`src/rtl/bp_pkg.sv`:
```
// bp_pkg: shared types and defaults for the branch-predictor update sequencer.
//   upd_entry_t     - one queued update {pc, target, taken, is_jump}
//   bp_ctrl_state_e - sequencer states CLEAR / RUN
//   ST_CLEAR/ST_RUN - legacy-compatible constants for the state register
package bp_pkg;

    localparam int unsigned BP_QDEPTH_DEF      = 4;
    localparam int unsigned BP_CLR_ENTRIES_DEF = 64;

    localparam logic [0:0] ST_CLEAR = 1'b0;
    localparam logic [0:0] ST_RUN   = 1'b1;

    typedef enum logic [0:0] {
        CLEAR = ST_CLEAR,
        RUN   = ST_RUN
    } bp_ctrl_state_e;

    typedef struct packed {
        logic [31:0] pc;
        logic [31:0] target;
        logic        taken;
        logic        is_jump;
    } upd_entry_t;

endpackage

```
`src/rtl/bp_upd_fifo.sv`:
```
// bp_upd_fifo: small in-order queue of pending table updates.
//   clk, rst (sync, active-low)
//   push/din  - enqueue din; accepted when not full, or when full with a same-cycle pop
//   pop       - dequeue head (ignored when empty)
//   clear     - drop all entries (wins over push/pop)
//   full, empty, head - status and current head entry
module bp_upd_fifo #(
    parameter int unsigned QDEPTH = 4,
    parameter type         entry_t = logic
) (
    input  logic   clk,
    input  logic   rst,
    input  logic   push,
    input  entry_t din,
    input  logic   pop,
    input  logic   clear,
    output logic   full,
    output logic   empty,
    output entry_t head
);

    localparam int unsigned PW = $clog2(QDEPTH);

    entry_t        mem [QDEPTH];
    logic [PW-1:0] rd_ptr;
    logic [PW-1:0] wr_ptr;
    logic [PW:0]   count;
    logic          do_push;
    logic          do_pop;

    assign empty   = (count == '0);
    assign full    = (count == (PW+1)'(QDEPTH));
    assign do_pop  = pop & ~empty;
    assign do_push = push & (~full | do_pop);
    assign head    = mem[rd_ptr];

    // Storage carries no reset; only pointers/count define validity.
    always_ff @(posedge clk) begin
        if (rst && !clear && do_push) begin
            mem[wr_ptr] <= din;
        end
    end

    // Pointers are PW bits wide so they wrap naturally for power-of-two depths.
    always_ff @(posedge clk) begin
        if (!rst || clear) begin
            rd_ptr <= '0;
            wr_ptr <= '0;
            count  <= '0;
        end else begin
            if (do_push) begin
                wr_ptr <= wr_ptr + 1'b1;
            end
            if (do_pop) begin
                rd_ptr <= rd_ptr + 1'b1;
            end
            if (do_push && !do_pop) begin
                count <= count + 1'b1;
            end else if (!do_push && do_pop) begin
                count <= count - 1'b1;
            end
        end
    end

endmodule

```
`src/rtl/bp_update_ctrl.sv`:
```
// bp_update_ctrl: sequencer for the PHT/BTB single write port.
//   Inputs : clk, rst (sync, active-low), EX resolution (is_branch_ex, is_jump_ex, stall_ex,
//            pc_ex, branch_pc_ex, cmp_out_ex), flush_req, tbl_ready
//   Outputs: upd_valid/upd_clear/upd_pht_we/upd_btb_we/upd_idx/upd_pc/upd_target/upd_taken,
//            bp_enable (IF may use predictions), drop_pulse (event lost, queue full)
//   Option : BP_UPD_STATS_EN adds stat_branches, stat_jumps, stat_drops (32-bit, wrap).
// After reset or flush every table index is cleared before predictions are re-enabled.
module bp_update_ctrl
    import bp_pkg::*;
#(
    parameter int unsigned QDEPTH      = BP_QDEPTH_DEF,
    parameter int unsigned CLR_ENTRIES = BP_CLR_ENTRIES_DEF
) (
    input  logic                           clk,
    input  logic                           rst,
    input  logic                           is_branch_ex,
    input  logic                           is_jump_ex,
    input  logic                           stall_ex,
    input  logic [31:0]                    pc_ex,
    input  logic [31:0]                    branch_pc_ex,
    input  logic                           cmp_out_ex,
    input  logic                           flush_req,
    input  logic                           tbl_ready,
    output logic                           upd_valid,
    output logic                           upd_clear,
    output logic                           upd_pht_we,
    output logic                           upd_btb_we,
    output logic [$clog2(CLR_ENTRIES)-1:0] upd_idx,
    output logic [31:0]                    upd_pc,
    output logic [31:0]                    upd_target,
    output logic                           upd_taken,
    output logic                           bp_enable,
    output logic                           drop_pulse
`ifdef BP_UPD_STATS_EN
    ,
    output logic [31:0]                    stat_branches,
    output logic [31:0]                    stat_jumps,
    output logic [31:0]                    stat_drops
`endif
);

    localparam int unsigned IW = $clog2(CLR_ENTRIES);

    logic [0:0]    state_q;
    logic [0:0]    state_d;
    logic [IW-1:0] clr_idx_q;
    logic [IW-1:0] clr_idx_d;

    logic          in_run;
    logic          ev;
    logic          fifo_push;
    logic          fifo_pop;
    logic          fifo_full;
    logic          fifo_empty;
    logic          drop;
    upd_entry_t    ev_entry;
    upd_entry_t    head;

    assign in_run = (state_q == ST_RUN);
    assign ev     = (is_branch_ex | is_jump_ex) & ~stall_ex;

    // A jump wins over a branch flag and is always recorded as taken.
    assign ev_entry = '{
        pc:      pc_ex,
        target:  branch_pc_ex,
        taken:   cmp_out_ex | is_jump_ex,
        is_jump: is_jump_ex
    };

    assign fifo_pop  = in_run & ~fifo_empty & tbl_ready;
    assign fifo_push = in_run & ev & ~flush_req & (~fifo_full | fifo_pop);
    // Events coinciding with a flush are discarded silently, not counted as drops.
    assign drop      = in_run & ev & ~flush_req & fifo_full & ~fifo_pop;

    bp_upd_fifo #(
        .QDEPTH  (QDEPTH),
        .entry_t (upd_entry_t)
    ) u_fifo (
        .clk   (clk),
        .rst   (rst),
        .push  (fifo_push),
        .din   (ev_entry),
        .pop   (fifo_pop),
        .clear (flush_req),
        .full  (fifo_full),
        .empty (fifo_empty),
        .head  (head)
    );

    always_comb begin
        state_d   = state_q;
        clr_idx_d = clr_idx_q;
        if (flush_req) begin
            state_d   = ST_CLEAR;
            clr_idx_d = '0;
        end else if (state_q == ST_CLEAR && tbl_ready) begin
            if (clr_idx_q == IW'(CLR_ENTRIES - 1)) begin
                state_d   = ST_RUN;
                clr_idx_d = '0;
            end else begin
                clr_idx_d = clr_idx_q + 1'b1;
            end
        end
    end

    always_ff @(posedge clk) begin
        if (!rst) begin
            state_q   <= ST_CLEAR;
            clr_idx_q <= '0;
        end else begin
            state_q   <= state_d;
            clr_idx_q <= clr_idx_d;
        end
    end

    // Every output is forced low while reset is asserted.
    always_comb begin
        upd_valid  = 1'b0;
        upd_clear  = 1'b0;
        upd_pht_we = 1'b0;
        upd_btb_we = 1'b0;
        upd_idx    = '0;
        upd_pc     = '0;
        upd_target = '0;
        upd_taken  = 1'b0;
        bp_enable  = 1'b0;
        drop_pulse = 1'b0;
        if (rst) begin
            if (!in_run) begin
                upd_valid  = 1'b1;
                upd_clear  = 1'b1;
                upd_pht_we = 1'b1;
                upd_btb_we = 1'b1;
                upd_idx    = clr_idx_q;
            end else begin
                bp_enable  = 1'b1;
                drop_pulse = drop;
                if (!fifo_empty) begin
                    upd_valid  = 1'b1;
                    upd_pht_we = ~head.is_jump;
                    upd_btb_we = head.is_jump | head.taken;
                    upd_pc     = head.pc;
                    upd_target = head.target;
                    upd_taken  = head.taken;
                end
            end
        end
    end

`ifdef BP_UPD_STATS_EN
    logic [31:0] stat_br_q;
    logic [31:0] stat_jp_q;
    logic [31:0] stat_dr_q;

    // Cleared by reset only; a flush leaves the counts intact.
    always_ff @(posedge clk) begin
        if (!rst) begin
            stat_br_q <= '0;
            stat_jp_q <= '0;
            stat_dr_q <= '0;
        end else begin
            if (fifo_push && !ev_entry.is_jump) begin
                stat_br_q <= stat_br_q + 32'd1;
            end
            if (fifo_push && ev_entry.is_jump) begin
                stat_jp_q <= stat_jp_q + 32'd1;
            end
            if (drop) begin
                stat_dr_q <= stat_dr_q + 32'd1;
            end
        end
    end

    assign stat_branches = rst ? stat_br_q : '0;
    assign stat_jumps    = rst ? stat_jp_q : '0;
    assign stat_drops    = rst ? stat_dr_q : '0;
`endif

endmodule
```
`config.mk`:
```
export PLATFORM = sky130hd
export DESIGN_NAME = bp_update_ctrl
export DESIGN_NICKNAME = d
export VERILOG_FILES = /design/src/rtl/bp_pkg.sv /design/src/rtl/bp_upd_fifo.sv /design/src/rtl/bp_update_ctrl.sv
export SDC_FILE = /design/constraint.sdc
export NUM_CORES = 1
export LEC_CHECK = 0
export ABC_AREA = 1
export CORE_ASPECT_RATIO = 1.4
export CORE_MARGIN = 3
export CORE_UTILIZATION = 36
export CTS_CLUSTER_DIAMETER = 150
export DETAILED_ROUTE_END_ITERATION = 12
export GPL_TIMING_DRIVEN = 0
export PLACE_DENSITY = 0.57
export SETUP_SLACK_MARGIN = 0.15
export SLEW_MARGIN = 20
export SYNTH_ARGS = -nofsm -noshare
export SYNTH_HDL_FRONTEND = slang
export SYNTH_SLANG_ARGS = --single-unit
export TNS_END_PERCENT = 1
```
`constraint.sdc`:
```
create_clock -name clk -period 6.1 [get_ports clk]
set_input_delay 1.22 -clock clk [delete_from_list [all_inputs] [get_ports clk]]
set_output_delay 1.22 -clock clk [all_outputs]
set_load 0.005 [all_outputs]
```
==> results of run 1 <==
per-layer routing:
layer	routed length, µm	part of all wire, %
met2	14000	52
met3	1240	4.6
met5	0	0
met1	11000	41
met4	648	2.4
logic make-up (layout without fill, tap and decap cells):
family / after synthesis / after routing / share of synthesized area, %
compound gates: 200 / 200 / 8.99
flops: 280 / 280 / 74.0
fa+ha+maj: 7 / 7 / 0.853
xor+xnor: 5 / 5 / 0.393
simple gates: 346 / 346 / 11.9
buf+inv: 78 / 286 / 3.82
cell usage in the layout, fill, tap and decap left out, types with 7 or more instances in the layout:
cell type / synthesis / routed
nor2_1: 290 / 286
edfxtp_1: 264 / 264
clkdlybuf4s50_1: 0 / 148
o21ai_0: 69 / 69
a21oi_1: 68 / 68
o21ai_1: 62 / 62
nand2_1: 39 / 39
clkbuf_16: 0 / 27
inv_1: 24 / 24
buf_2: 16 / 16
dfxtp_1: 16 / 16
nand3_1: 12 / 12
clkbuf_1: 7 / 12
buf_4: 9 / 9
buf_6: 9 / 9
clkbuf_2: 7 / 7
clkinv_1: 1 / 7
through the flow:
stage	setup slack (ns)	power, mW	cell area [µm²]
floorplan	1.14	2.15	11100
global placement	-1.81	2.22	13100
detailed placement	1.83	2.22	13400
CTS	1.82	3.85	14300
global route	1.74	3.92	14300
finish	1.84	3.81	14300
flip-flops by register name, summed over array words and instances (netlist names), named ones only:
register	cells
clr_idx_q	6
u_fifo.count	3
in_run	1
u_fifo.mem	264
u_fifo.rd_ptr	2
u_fifo.wr_ptr	2
final cells by class:
class | instances | area (µm²)
clock inverter | 16 | 155
timing repair buffer | 160 | 1760
inverter | 28 | 108
multi-input combinational | 558 | 2500
fill | 2697 | 16000
clock buffer | 32 | 694
tap | 385 | 482
buffer | 50 | 318
sequential | 280 | 8250
final timing paths:
path	startpoint	to	slack [ns]	cells after the start
max	rst	upd_target[4]	1.84	8
max reg2reg	in_run$_SDFFE_PP0P_	u_fifo.mem[3][29]$_DFFE_PP_	3.35	9
min reg2reg	u_fifo.count[1]$_SDFFE_PP0P_	u_fifo.count[1]$_SDFFE_PP0P_	0.50	2
min	u_fifo.count[1]$_SDFFE_PP0P_	u_fifo.count[1]$_SDFFE_PP0P_	0.50	2
worst min-delay path, delay by kind of cell, from the launching register on:
| kind | cells | cell delay [ns] |
|---|---|---|
| AO/OA/AOI/OAI | 1 | 0.05 |
| buffers and inverters | 1 | 0.06 |
| flip-flops | 1 | 0.34 |
power by group through the flow:
stage	clock, mW	combinational [mW]	sequential (mW)
after global routing	1.73	0.0846	2.10
after global placement	0	0.0775	2.14
final	1.63	0.0790	2.10
after detailed placement	0	0.0789	2.14
after CTS	1.67	0.0795	2.10
after floorplan	0	0.00716	2.14
==> impl_metrics.env, run 1 <==
export IMPL_use_met3_pct=1.98
export IMPL_hold_violations=0
export IMPL_final_util_pct=47.2
export IMPL_gr_usage_met1_pct=19.6
export IMPL_start_kind="primary input"
export IMPL_synth_seq_cells=280
export IMPL_die_w_um=155
export IMPL_p_per_area_nw_per_um2=267
export IMPL_place_inst=1461
export IMPL_required_ns=4.88
export IMPL_rsz0062_at_grt="no"
export IMPL_clk_latency_ns=0.54
export IMPL_crit_type="primary input to primary output"
export IMPL_via_per_inst=4.81
export IMPL_hpwl_um=17800
export IMPL_yosys_warnings=0
export IMPL_initial_utilization_pct=36.9
export IMPL_ant_nets=0
export IMPL_crit_path_max_fanout=10
export IMPL_arrival_ns=3.04
export IMPL_synth_ff_type="edfxtp_1"
export IMPL_post_cts_setup_buffers=0
export IMPL_intPower_mw=3.08
export IMPL_drv_cap=0
export IMPL_die_h_um=214
export IMPL_gp_congestion=0.762
export IMPL_grt_ovfl_total=0
export IMPL_synth_edf_count=264
export IMPL_wire_per_inst_um=17.9
export IMPL_pwr_share_clk_pct=42.8
export IMPL_async_flop_share_pct=0
export IMPL_critPathCaptureType="primary output"
export IMPL_vias=7252
export IMPL_synth_top_cell_area_share_pct=71.1
export IMPL_final_cells=1509
export IMPL_grt_pass1_wl_um=41500
export IMPL_synth_fp_nets=995
export IMPL_first_pass_iters=5
export IMPL_clock_sinks=280
export IMPL_coreArea_um2=30200
export IMPL_p_leak_nw=4.87
export IMPL_synthTopCellsByCount="nor2_1 (290), edfxtp_1 (264), o21ai_0 (69)"
export IMPL_htreeDepth=1
export IMPL_nets=1184
export IMPL_fmax_ghz=0.235
export IMPL_yosysMostFrequentCell="nor2_1"
export IMPL_whs_ns=0.496
export IMPL_drive_above_1_share_pct=8.90
export IMPL_hold_path_class="register to register"
export IMPL_synth_top_cells_by_area="edfxtp_1 (71%), nor2_1 (9.8%), o21ai_0 (3.1%), a21oi_1 (3.1%), dfxtp_1 (2.9%)"
export IMPL_grt_util_met2_pct=29.0
export IMPL_setup_viol=0
export IMPL_seq_area_frac_synth_pct=74.0
export IMPL_cp_num_buf_inv=5
export IMPL_area_growth_pct=28.0
export IMPL_ys_types=27
export IMPL_final_setup_tns_ns=0
export IMPL_grt_busiest_layer="met2"
export IMPL_drc=0
export IMPL_grt_max_degree=23
export IMPL_synth_largest_area_cell="edfxtp_1"
export IMPL_antenna_found_initial=0
export IMPL_routed_wl_um=27000
export IMPL_switchingPower_uw=726
export IMPL_synth_cell_area_um2=11100
export IMPL_syn_inst=916
export IMPL_cp_top_family="buffers and inverters"
export IMPL_slowest_delay_ns=0.57
export IMPL_grt_use_total_pct=16.0
export IMPL_clkSlewWorstSetupHoldPaths_ns=0.06
export IMPL_postCtsHoldBufs=0
export IMPL_die_area_um2=33100
export IMPL_cp_slowest_cell="clkdlybuf4s50_1"
export IMPL_drv_slew=0
export IMPL_crit_chain="clkdlybuf4s50_1 > nand2_1 > clkinv_1 > nand2_1 > buf_6 > buf_6 > a21oi_1 > clkdlybuf4s50_1"
export IMPL_cts_root_buf="clkbuf_16"
export IMPL_drt_iter0_markers=477
export IMPL_p_sw_share_pct=19.1
export IMPL_cts_buffers=27
export IMPL_vdd_drop_max_v=0.000194
export IMPL_relSlewSlack_pct=53.7
export IMPL_period_needed_ns=4.26
export IMPL_portBuffers=148
export IMPL_num_rows=75
export IMPL_io_pins=149
export IMPL_outcome="finished, final reports clean"
export IMPL_cts_repair_resized=0
export IMPL_worstMarginPinSlew_ns=0.693
export IMPL_seq_power_share_pct=55.2
export IMPL_cts_buffer_depth=3
export IMPL_first_global_vias=7434
export IMPL_final_period_utilization_pct=69.8
export IMPL_skew_ns=0.0124
export IMPL_cts_tree="built"
export IMPL_pwr_share_comb_pct=2.1
export IMPL_antenna_cells=0
export IMPL_synth_avg_cell_area_um2=12.2
Note: power is estimated with default switching activity, not from simulation.
==> run 2: changes to the inputs <==
Settings changed: PLACE_DENSITY 0.57 to 0.59.
Clock period 6.1 ns to 3.7 ns, I/O delays scaled along.
==> run 2 against run 1 <==
Effect of this change: count of clock-buffer cells in the layout up 1; clock skew barely moved; cell count grew 0.13%; first-iteration DRC count shrank 7.5%; register-to-register slack got worse by 2.1 ns; design area is 0.85% higher; non-clock buffer count up 1; clock power is 75% higher; sequential power rose by 65%; die area is the same; critical endpoint is now upd_pc[19]; highest routed layer unchanged.
==> impl_metrics.env, run 2 (same netlist as run 1, synthesis figures left out) <==
export IMPL_arrival_ns=2.58
export IMPL_die_w_um=155
export IMPL_routed_wl_um=26800
export IMPL_cp_num_buf_inv=4
export IMPL_grt_use_total_pct=15.8
export IMPL_min_to="u_fifo.count[1]$_SDFFE_PP0P_"
export IMPL_initial_utilization_pct=36.9
export IMPL_clock_sinks=280
export IMPL_clk_latency_ns=0.53
export IMPL_vias=7288
export IMPL_drv_slew=0
export IMPL_nets=1185
export IMPL_start_kind="register"
export IMPL_area_growth_pct=29.1
export IMPL_hold_depth=2
export IMPL_reg_top3="u_fifo.mem: 264 flops, clr_idx_q: 6 flops, u_fifo.count: 3 flops"
export IMPL_hpwl_um=17700
export IMPL_cts_buffer_depth=3
export IMPL_final_setup_tns_ns=0
export IMPL_cts_buffers=27
export IMPL_grt_ovfl_total=0
export IMPL_antenna_cells=0
export IMPL_grt_max_degree=24
export IMPL_outcome="finished, final reports clean"
export IMPL_drv_cap=0
export IMPL_via_per_inst=4.82
export IMPL_drive_above_1_share_pct=8.97
export IMPL_final_period_utilization_pct=89.7
export IMPL_r2r_cells=8
export IMPL_io_pins=149
export IMPL_largest_register="u_fifo.mem"
export IMPL_n_fill_cell=2712
export IMPL_worstMarginPinSlew_ns=0.570
export IMPL_antenna_found_initial=0
export IMPL_hold_violations=0
export IMPL_slowest_delay_ns=0.56
export IMPL_post_cts_setup_buffers=0
export IMPL_clkSlewWorstSetupHoldPaths_ns=0.06
export IMPL_wire_per_inst_um=17.7
export IMPL_required_ns=2.96
export IMPL_relSlewSlack_pct=62.0
export IMPL_die_area_um2=33100
export IMPL_cts_root_buf="clkbuf_16"
export IMPL_num_rows=75
export IMPL_period_needed_ns=3.32
export IMPL_fmax_ghz=0.301
export IMPL_postCtsHoldBufs=0
export IMPL_cp_slowest_cell="clkdlybuf4s50_1"
export IMPL_cts_tree="built"
export IMPL_crit_type="register to primary output"
export IMPL_p_leak_nw=4.93
export IMPL_first_global_vias=7480
export IMPL_crit_chain="buf_4 > inv_4 > clkbuf_1 > o21ai_1 > a21oi_1 > clkdlybuf4s50_1"
export IMPL_portBuffers=148
export IMPL_crit_path_max_fanout=10
export IMPL_setup_viol=0
export IMPL_whs_ns=0.495
export IMPL_ant_nets=0
export IMPL_drt_iter0_markers=441
export IMPL_r2r_end="u_fifo.mem[0][31]$_DFFE_PP_"
export IMPL_largest_register_ffs=264
export IMPL_htreeDepth=1
export IMPL_first_pass_iters=4
export IMPL_hp_start="u_fifo.count[1]$_SDFFE_PP0P_"
export IMPL_rrSetupSlack_ns=1.26
export IMPL_hold_path_class="register to register"
export IMPL_coreArea_um2=30200
export IMPL_vdd_drop_max_v=0.000294
export IMPL_p_per_area_nw_per_um2=448
export IMPL_cp_top_family="buffers and inverters"
export IMPL_reg2reg_from="in_run$_SDFFE_PP0P_"
export IMPL_gp_congestion=0.777
export IMPL_die_h_um=214
export IMPL_skew_ns=0.0121
export IMPL_critPathCaptureType="primary output"
export IMPL_mostFrequentLayoutCell="nor2_1"
export IMPL_grt_pass1_wl_um=41300
export IMPL_drc=0
export IMPL_cts_repair_resized=0
export IMPL_total_power_mw=6.45
export IMPL_rsz0062_at_grt="no"
export IMPL_layout_common_cells="nor2_1 (286), edfxtp_1 (264), clkdlybuf4s50_1 (148)"
export IMPL_final_util_pct=47.6
run 2: cell types whose count changed in the layout (fill, tap and decap cells not counted):
cell	change
bufinv_16	+3
buf_12	-1
clkinvlp_4	-2
buf_8	-1
buf_16	+3
clkinv_2	-1
clkbuf_1	+1
run 2: final cells by class:
type | count | area, µm² | area share [%]
flip-flops and latches | 280 | 8250 | 57.3
multi-input cells | 558 | 2500 | 17.4
repair buffers | 161 | 1810 | 12.6
clock buffers | 33 | 698 | 4.85
well taps | 385 | 482 | 3.35
plain buffers | 50 | 318 | 2.21
clock inverters | 16 | 225 | 1.57
inverters | 28 | 108 | 0.748
run 2: worst max-delay path by stage:
stage	end	cells past startpoint	from
2_1_floorplan	u_fifo.mem[0][0]$_DFFE_PP_	7	flush_req
4_1_cts	upd_pc[16]	6	register
6_report	upd_pc[19]	6	register
3_3_place_gp	u_fifo.mem[3][29]$_DFFE_PP_	7	is_jump_ex
3_5_place_dp	u_fifo.mem[0][32]$_DFFE_PP_	7	rst
5_1_grt	upd_target[13]	6	register
run 2: power breakdown:
group	switching, mW	total [mW]	leakage [nW]	internal (mW)
clock	1.10	2.86	0.446	1.75
combinational	0.0539	0.129	1.98	0.0752
sequential	0.00127	3.46	2.50	3.46
total	1.16	6.45	4.93	5.29
run 2: per-layer routing:
metal  vias to the layer above  wire length (µm)  global-route usage, %  part of all wire, %
met1                      3488             11200                   19.8                   42
met4                         0               660                   5.21                  2.5
met3                        43              1130                   1.88                  4.2
li1                       3575                 -                      -                    -
met5                         -                 0                      0                    0
met2                       182             13700                   28.3                   51
run 2: tightest hold or removal path, cell delays in order, from the launching register on:
cell and delay, ns:
dfxtp_1 0.34, inv_1 0.06, a21oi_1 0.05
run 2: per-stage QoR:
stage               instances  area [µm²]  setup WS [ns]
finish                   1511       14400          0.381
global route             1511       14400          0.235
CTS                      1511       14400          0.311
detailed placement       1462       13500          0.336
global placement         1449       13100          -3.75
floorplan                 916       11100         -0.775
==> run 3: changes to the inputs <==
Settings changed: PLACE_DENSITY 0.59 to 0.57.
Clock period 3.7 ns to 3.11 ns, I/O delays scaled along.
==> run 3 against run 2 <==
Effect of this change: worst hold slack improved by 0.0062 ns; critical path depth increased by 2; worst setup slack got worse by 0.25 ns; clock power increased by 13%; global-route usage about the same; critical endpoint is now upd_target[19]; highest routed layer is now met5.
==> impl_metrics.env, run 3 (same netlist as run 1, synthesis figures left out) <==
export IMPL_highest_layer="met5"
export IMPL_die_h_um=214
export IMPL_nets=1184
export IMPL_skew_ns=0.00614
export IMPL_final_setup_tns_ns=0
export IMPL_cts_buffers=27
export IMPL_rsz0062_at_grt="yes"
export IMPL_critPathCaptureType="primary output"
export IMPL_vias=7303
export IMPL_relSlewSlack_pct=52.3
export IMPL_die_w_um=155
export IMPL_worstMarginPinSlew_ns=0.714
export IMPL_crit_path_max_fanout=10
export IMPL_gp_congestion=0.762
export IMPL_drv_cap=0
export IMPL_first_pass_iters=5
export IMPL_hp_start="u_fifo.rd_ptr[1]$_SDFFE_PP0N_"
export IMPL_p_leak_nw=4.96
export IMPL_crit_type="primary input to primary output"
export IMPL_start_kind="primary input"
export IMPL_grt_ovfl_total=0
export IMPL_switchingPower_mw=1.38
export IMPL_die_area_um2=33100
export IMPL_layout_common_cells="nor2_1 (286), edfxtp_1 (264), clkdlybuf4s50_1 (146)"
export IMPL_placed_area_um2=13400
export IMPL_io_pins=149
export IMPL_drv_slew=0
export IMPL_num_rows=75
export IMPL_portBuffers=148
export IMPL_pwr_share_clk_pct=43.1
export IMPL_grt_use_total_pct=15.8
export IMPL_pwr_share_comb_pct=2.0
export IMPL_wl_met3_um=1270
export IMPL_ant_nets=0
export IMPL_drc=0
export IMPL_vdd_drop_max_v=0.000302
export IMPL_largest_register="u_fifo.mem"
export IMPL_grt_max_degree=24
export IMPL_cts_root_buf="clkbuf_16"
export IMPL_outcome="finished, final reports clean"
export IMPL_grt_pass1_wl_um=41200
export IMPL_seq_power_share_pct=54.9
export IMPL_hold_depth=2
export IMPL_drive_above_1_share_pct=10.6
export IMPL_final_util_pct=47.9
export IMPL_fmax_ghz=0.336
export IMPL_final_period_utilization_pct=95.7
export IMPL_clkSlewWorstSetupHoldPaths_ns=0.06
export IMPL_area_growth_pct=29.9
export IMPL_fin_area_um2=14500
export IMPL_antenna_cells=0
export IMPL_intPower_mw=6.13
export IMPL_initial_utilization_pct=36.9
export IMPL_cts_buffer_depth=3
export IMPL_antenna_found_initial=1
export IMPL_first_global_vias=7437
export IMPL_r2r_end="u_fifo.mem[2][28]$_DFFE_PP_"
export IMPL_arrival_ns=2.36
export IMPL_post_cts_setup_buffers=0
export IMPL_largest_register_ffs=264
export IMPL_reg_top3="u_fifo.mem: 264 flops, clr_idx_q: 6 flops, u_fifo.count: 3 flops"
export IMPL_required_ns=2.49
export IMPL_p_sw_share_pct=18.4
export IMPL_mostFrequentLayoutCell="nor2_1"
export IMPL_wire_per_inst_um=17.6
export IMPL_clk_latency_ns=0.52
export IMPL_clock_sinks=280
export IMPL_cts_tree="built"
export IMPL_hold_violations=0
export IMPL_p_per_area_nw_per_um2=519
export IMPL_r2r_cells=8
export IMPL_drt_iter0_markers=399
export IMPL_coreArea_um2=30200
export IMPL_routed_wl_um=26500
export IMPL_hpwl_um=17600
export IMPL_routed_wl_met2_um=13800
export IMPL_rrSetupSlack_ns=0.53
export IMPL_period_needed_ns=2.98
export IMPL_htreeDepth=1
export IMPL_wl_met1_um=10800
export IMPL_setup_viol=0
export IMPL_reg2reg_from="in_run$_SDFFE_PP0P_"
export IMPL_via_per_inst=4.84
export IMPL_hold_path_class="register to register"
==> run 3: cell types whose count changed in the layout (fill, tap and decap cells not counted), sizes merged <==
cell	before	now
buf	49	48
clkinv	10	9
clkdlybuf4s50	148	146
clkinvlp	1	2
bufinv	6	4
dlygate4sd2	0	1
dlymetal6s2s	0	1
==> run 3: worst max-delay path by stage <==
stage	from	endpoint	slack [ns]	cells after the start
2_1_floorplan	flush_req	u_fifo.mem[0][0]$_DFFE_PP_	-0.19	7
3_3_place_gp	rst	u_fifo.mem[1][32]$_DFFE_PP_	-2.23	5
3_5_place_dp	rst	u_fifo.mem[2][30]$_DFFE_PP_	-0.25	7
4_1_cts	rst	upd_target[22]	0.11	8
5_1_grt	register	upd_btb_we	0.02	11
6_report	rst	upd_target[19]	0.13	8
==> run 3: what timing repair did <==
item	CTS	global route
pin swaps	1	1
hold buffers	0	0
hold endpoints to repair	0	0
resized for setup	44	5
cloned	0	0
setup endpoints to repair	66	65
==> run 3: cell type report <==
type,instances,area (µm²)
fill,2690,15700
sequential,280,8250
multi-input combinational,558,2540
timing repair buffer,160,1780
clock buffer,33,698
tap,385,482
buffer,50,432
clock inverter,14,175
inverter,28,110
==> run 3: critical path, cell delays in order <==
cell and delay [ns]:
clkdlybuf4s50_1 0.47, nand2_1 0.06, clkinv_1 0.07, nand2_1 0.07, buf_6 0.17, buf_6 0.16, a21oi_1 0.18, clkdlybuf4s50_1 0.54
==> run 3: per-stage QoR <==
stage               total power [mW]  setup WS, ns  instances  hold WS [ns]
floorplan                       4.22        -0.185        916         0.461
global placement                4.35         -2.23       1449         0.479
detailed placement              4.35        -0.249       1461         0.497
CTS                             7.59         0.112       1508         0.508
global route                    7.75        0.0188       1508         0.533
finish                          7.51         0.132       1508         0.501
==> run 3: power groups by stage <==
stage / Clock [mW] / Sequential (mW) / Combinational (mW)
2_1_floorplan: 0 / 4.20 / 0.0140
3_3_place_gp: 0 / 4.20 / 0.152
3_5_place_dp: 0 / 4.20 / 0.155
4_1_cts: 3.31 / 4.12 / 0.156
5_1_grt: 3.47 / 4.12 / 0.166
6_report: 3.24 / 4.12 / 0.154
==> run 3: layer usage <==
layer  GRT usage (%)  up-vias
li1                -     3573
met1            19.2     3507
met2            28.7      184
met3            2.38       37
met4            4.57        2
met5               0        -
